<file path="src/rtl/sub_bytes_serial.sv">
// rtl/sub_bytes_serial.sv - Serial SubBytes/SubWord sequencer around one shared external S-box
//
// Takes a whole AES state (or a key-schedule word) per handshake and feeds it
// one byte per cycle, LSB byte first, through an external combinational S-box.
// The substituted bytes are reassembled in their original positions.
//
// Ports:
//   clk, rst_n          clock, asynchronous active-low reset
//   in_valid/in_ready   input handshake
//   in_data             state to substitute, byte i = in_data[8i+7:8i]
//   in_encrypt          1 = forward S-box, 0 = inverse, sampled with in_data
//   sbox_byte_in        byte presented to the external S-box
//   sbox_encrypt        direction select to the external S-box
//   sbox_byte_out       S-box result, combinational from the two above
//   out_valid/out_ready output handshake
//   out_data            substituted state, same byte order as in_data
module sub_bytes_serial #(
  parameter int STATE_BYTES = 16
) (
  input  logic                     clk,
  input  logic                     rst_n,
  input  logic                     in_valid,
  output logic                     in_ready,
  input  logic [8*STATE_BYTES-1:0] in_data,
  input  logic                     in_encrypt,
  output logic [7:0]               sbox_byte_in,
  output logic                     sbox_encrypt,
  input  logic [7:0]               sbox_byte_out,
  output logic                     out_valid,
  input  logic                     out_ready,
  output logic [8*STATE_BYTES-1:0] out_data
);

  localparam int CW = $clog2(STATE_BYTES);
  localparam logic [CW-1:0] LAST = CW'(STATE_BYTES - 1);

  localparam logic [1:0] IDLE = 2'd0;
  localparam logic [1:0] RUN  = 2'd1;
  localparam logic [1:0] DONE = 2'd2;

  logic [1:0]               state_q, state_d;
  logic [8*STATE_BYTES-1:0] in_buf_q, in_buf_d;
  logic [8*STATE_BYTES-1:0] res_q, res_d;
  logic [CW-1:0]            cnt_q, cnt_d;
  logic                     enc_q, enc_d;
  logic                     accept;

  // A finished result may hand off and a new state may load on the same edge,
  // so DONE can accept directly when the downstream side is taking the output.
  assign in_ready     = (state_q == IDLE) | ((state_q == DONE) & out_ready);
  assign accept       = in_valid & in_ready;
  assign out_valid    = (state_q == DONE);
  assign out_data     = res_q;
  assign sbox_encrypt = enc_q;
  // Only the RUN state exposes real data to the S-box; otherwise park at zero.
  assign sbox_byte_in = (state_q == RUN) ? in_buf_q[7:0] : 8'h00;

  always_comb begin
    state_d  = state_q;
    in_buf_d = in_buf_q;
    res_d    = res_q;
    cnt_d    = cnt_q;
    enc_d    = enc_q;

    case (state_q)
      IDLE: begin
      end
      RUN: begin
        res_d[8*cnt_q +: 8] = sbox_byte_out;
        in_buf_d            = in_buf_q >> 8;
        if (cnt_q == LAST) begin
          state_d = DONE;
        end else begin
          cnt_d = cnt_q + 1'b1;
        end
      end
      DONE: begin
        if (out_ready) begin
          state_d = IDLE;
        end
      end
      default: begin
        state_d = IDLE;
      end
    endcase

    // Acceptance only happens in IDLE or DONE, so it never collides with RUN.
    if (accept) begin
      in_buf_d = in_data;
      enc_d    = in_encrypt;
      cnt_d    = '0;
      state_d  = RUN;
    end
  end

  always_ff @(posedge clk or negedge rst_n) begin
    if (!rst_n) begin
      state_q  <= IDLE;
      in_buf_q <= '0;
      res_q    <= '0;
      cnt_q    <= '0;
      enc_q    <= 1'b1;
    end else begin
      state_q  <= state_d;
      in_buf_q <= in_buf_d;
      res_q    <= res_d;
      cnt_q    <= cnt_d;
      enc_q    <= enc_d;
    end
  end

endmodule

</file>
<file path="config.mk">
export PLATFORM = sky130hd
export DESIGN_NAME = sub_bytes_serial
export DESIGN_NICKNAME = d
export VERILOG_FILES = /design/src/rtl/sub_bytes_serial.sv
export SDC_FILE = /design/constraint.sdc
export NUM_CORES = 1
export LEC_CHECK = 0
export CORE_ASPECT_RATIO = 0.75
export CORE_MARGIN = 8
export CORE_UTILIZATION = 45
export DETAILED_ROUTE_END_ITERATION = 6
export GPL_ROUTABILITY_DRIVEN = 0
export HOLD_SLACK_MARGIN = 0.08
export PLACE_DENSITY = 0.75
export SLEW_MARGIN = 0
export SYNTH_ARGS = -nofsm -noshare
export SYNTH_HDL_FRONTEND = slang
export SYNTH_SLANG_ARGS = --single-unit
</file>
<file path="constraint.sdc">
create_clock -name clk -period 2.4 [get_ports clk]
set_input_delay 0.48 -clock clk [delete_from_list [all_inputs] [get_ports clk]]
set_output_delay 0.48 -clock clk [all_outputs]
set_load 0.05 [all_outputs]
</file>
Word level (Yosys, flattened, before mapping)
Cells that the tools add are included.
- register bits: 263
- latch bits: 0
- input bits: 141
- word-level logic and storage cells: 34
- ROM bits: 0
- memories kept: 0
- RAM bits: 0
- output and inout bits: 139
- divide/modulo/power cells: 0
- magnitude comparators: 0
- add/subtract/negate cells: 2
- reduce and logical (&&, ||, !) cells: 4
- mux-type cells: 11
- bitwise logic cells: 3
- $mul: 0
- shift-type cells: 2
- equality and inequality tests: 7
- operator list (cell ; count):
    two-way mux 128 bit ; 2
    bitwise mux 128 bit ; 1
    variable shift 8 x 34 -> 128 bit (first input constant) ; 1
    indexed part select 8 x 34 -> 128 bit ; 1
    negation 7 -> 34 bit ; 1
    two-way mux 4 bit ; 3
    two-way mux 8 bit ; 1
    two-way mux 2 bit ; 3
    case mux 2 bit (3 select lines) ; 1
    adder 4 x 1 -> 4 bit (second input constant) ; 1
    equality test 4 bit (second input constant) ; 1
    != test 2 bit (second input constant) ; 2
    != test 3 x 1 -> 1 bit (second input constant) ; 1
    != test 3 x 2 -> 1 bit (second input constant) ; 1
    AND reduction 3 bit ; 1
    AND 1 bit ; 2
    equality test 2 x 1 -> 1 bit (second input constant) ; 1
    equality test 2 bit (second input constant) ; 1
    zero test 2 bit ; 1
    AND reduction 2 bit ; 1
    nonzero test 2 bit ; 1
    OR 1 bit ; 1

Longest topological paths before layout
- depth in word-level cells: 6
- gate-level depth with buffers: 8
- mapped depth without buffers: 6

Worst setup path before layout
Ideal clock, no wire load.
- path kind: register -> register
- from: register cnt_q[2]
- to: register res_q[112], in the netlist out_data[112]
- required time: 2.275 ns
- setup time: 0.125 ns
- data arrival time: 2.252 ns
- stages on the path, launching flop included: 8
- clock period less this slack: 2.377 ns
- buffers on the path: 1
- slack: 0.023 ns
- cell sequence: dfrtp_1 -> buf_4 -> nor3_1 -> ha_1 -> inv_1 -> o211ai_2 -> nor2_2 -> mux2_2
- cells in the longest elaborated chain, start to end: 3
- elaborated cells between the ends (all ways): 4
- those cells by class: 1 x add/sub; 2 x shift; 1 x mux
- ends and longest elaborated chain (what ; RTL line ; source):
    from (decl) ; 44 ; logic [CW-1:0] cnt_q, cnt_d;
    from (signal assigned) ; 107 ; cnt_q <= cnt_d;
    negation 7 -> 34 bit (*) ; 69 ; res_d[8*cnt_q +: 8] = sbox_byte_out;
    indexed part select 8 x 34 -> 128 bit / variable shift 8 x 34 -> 128 bit (equally long branches) ; 69 ;
    bitwise mux 128 bit (*) ; 69 ;
    to (signal assigned) ; 106 ; res_q <= res_d;
    to (decl) ; 43 ; logic [8*STATE_BYTES-1:0] res_q, res_d;
Every way passes the cells marked *; elsewhere a longest branch is shown, timed or not.
A chain may end at the register's enable or synchronous reset.

Worst setup path in the final report
- from: register enc_q, in the netlist sbox_encrypt
- to: output sbox_encrypt
- RTL lines (what ; RTL line ; source):
    from (decl) ; 45 ; logic enc_q, enc_d;
    from (signal assigned) ; 108 ; enc_q <= enc_d;
    to (decl) ; 27 ; output logic sbox_encrypt,
No word-level cell between the ends.

==> results.toml <==
[timing]
rsz0062_at_grt = "false"
whs_ns = 0.473
maxSlewViolCount = 0
relSlewSlack_pct = 41.9
fin_tns_setup_ns = 0
skew_ns = 0.0210
min_period_ns = 2.34
setup_viol = 0
fin_crit_sh_pct = 97.4
worst_slack_ns = 0.0613
max_freq_ghz = 0.428
max_slew.worst_pin.slew_ns = 0.871
hold_viol = 0

[routing]
wl_mm = 32.5
drc_errors = 0
drtAntennaViolNets = 0
wire_per_inst_um = 20.1
drt_first_iter_violations = 375
dr_total_vias = 8410
vias_per_cell = 5.20
drt_pass1_iterations = 5

[worst_setup_path]
path_cells = "clkdlybuf4s50_1"
r2r_start = "cnt_q[1]"
cp.depth = 1
worstReg2RegEnd = "out_data[104]"
start_kind = "flop"
slowest_stage = "clkdlybuf4s50_1"
arrival_ns = 1.86
cp_max_fo = 2
end_kind = "primary output"
worstPathRequired_ns = 1.92
critPathKind = "flop to primary output"
worstPathBufferInverterCount = 1
slowest_delay_ns = 0.80
path_delay_family = "buffers and inverters"
reg2reg_depth = 7
r2r_slack_ns = 0.11

[synth]
synth-xor-area-share_pct = 0.371
synth_top_area_share_pct = 57.2
netlist_top_cells_area = "dfrtp_1, mux2i_1, mux2_2, o21ai_0, nand2_1"
postSynthCellCount = 967
yosysUniqueCellTypes = 50
synth_enable_flop_cells = 0
synth_simple_gate_area_share_pct = 9.57
syn_nets = 1111
syn_area_mm2 = 0.0115
synth_mux_area_share_pct = 20.8
seq_area_frac_synth_pct = 57.4
async_reset_ff_share_pct = 100
yosys_most_used_dff = "dfrtp_1"
synth_compound_area_share_pct = 8.45
yosys_warnings = 0
synth_top_family_by_area = "multiplexers"
synth_top_area_cell = "dfrtp_1"
avgSynthCellArea_um2 = 11.9
synth_adder_area_share_pct = 0.327
synth-seq-cells = 263

[pwr]
vdd_drop_max_mv = 1.18
power.density_mw_per_mm2 = 1540
p_leak_nw = 6.97

[global_routing]
met1_usage_pct = 29.1
grt_pass1_wl_mm = 50.9
grt-ovfl-total = 0
grt_util_met3_pct = 4.09
grt_use_total_pct = 20.4
met2_usage_pct = 31.8
top_usage_layer = "met2"
grt_pass1_vias = 8772
grt_antenna_before_repair = 3
grt_max_degree = 65

[worst_hold_path]
holdCritPathClass = "flop to flop"
holdPathEnd = "in_buf_q[5]"
hold_depth = 2
hp-start = "in_buf_q[5]"

[floorplanning]
die-area_mm2 = 0.0309
dieWidth_um = 200
io_pins = 280
rows = 50
die_y_um = 154
start_util_pct = 45.8
core_region_area_mm2 = 0.0250

[cts]
clock_sinks = 263
insertion_delay_ns = 0.53
clkTransAtPathRegs_ns = 0.06
clock-root-buffer = "clkbuf_16"
clockBufferDepth = 3
cts_inserted_buffers = 28
htreeDepth = 1
cts_tree = "done"

[layout]
final_nets = 1405
final_cell_mix = "clkdlybuf4s50_1, dfrtp_1, nand2_1"
syn_to_final_growth_pct = 38.6
final_util_pct = 63.5
drive_gt1_share_pct = 18.1
final_common_cell = "clkdlybuf4s50_1"

[run]
maxCapViolCount = 0

[status]
status = "finished, final reports clean"

[placed_design]
numPortBuffers = 279
post-place-ws_ns = 0.0598
hpwlAfterDp_mm = 23.8
==> layer usage <==
metal	up-vias	routed length [µm]
li1	3958	-
met1	4176	15000
met2	232	14900
met3	42	1980
met4	2	702
met5	-	13
==> worst max path at each step <==
stage / from / endpoint / slack, ns
after CTS: sbox_encrypt / sbox_encrypt / 0.04
final: sbox_encrypt / sbox_encrypt / 0.06
after floorplan: cnt_q[2] / out_data[112] / 0.02
after global routing: cnt_q[1] / out_data[108] / 0.01
after detailed placement: cnt_q[1] / out_data[121] / 0.06
after global placement: cnt_q[1] / out_data[125] / 0.14
==> report_power, final <==
group / internal [mW] / leakage [nW] / switching [mW] / total [mW]
Combinational: 4.93 / 3.16 / 7.71 / 12.6
Clock: 2.61 / 0.450 / 1.76 / 4.37
Sequential: 6.34 / 3.36 / 1.14 / 7.48
==> cell type report <==
class / count / area, µm²
well taps: 338 / 423
clock buffers: 38 / 790
inverters: 17 / 63.8
flip-flops and latches: 263 / 6580
diodes: 1 / 2.50
multi-input cells: 626 / 4550
repair buffers: 325 / 3360
clock inverters: 9 / 129
fillers: 1951 / 9130
==> metrics by stage <==
step / cell area [µm²] / total power [mW] / cells
floorplan: 11500 / 15.7 / 967
global placement: 14900 / 19.9 / 1566
detailed placement: 14900 / 20.1 / 1566
CTS: 15900 / 24.6 / 1615
global route: 15900 / 25.7 / 1617
finish: 15900 / 24.5 / 1617
==> logic make-up after synthesis <==
group | Yosys count
DFF | 263
and+or+nand+nor | 234
muxes | 222
AOI/OAI and AO/OA | 163
buffers and inverters | 78
xor gates and xnor gates | 4
adders and majority gates | 3
==> what timing repair did <==
action,4_1_cts,5_1_grt
endpoints found under the hold margin,52,0
pin swaps,0,1
resized for setup,0,1
buffers inserted,1,1
hold buffers,1,0
setup endpoints to repair,8,7
==> synth_stat cells (5+ instances only) <==
cell type and number:
mux2_4 6, nor2_1 7, nor2b_1 5, nand2_2 5
o21ai_0 124, and3_1 5, mux2_2 100, dfrtp_1 262
o31ai_1 11, a22oi_1 16, nand3_1 6, nor3_1 5
buf_4 5, buf_2 30, clkbuf_1 23, inv_1 17
and2_1 14, nand2_1 165, mux2i_1 114
==> registers in the layout (all words and copies together) (netlist names) <==
signal,cells
cnt_q,4
in_buf_q,128
out_data,128
sbox_encrypt,1
state_q,2
Note: power is estimated with default switching activity, not from simulation.
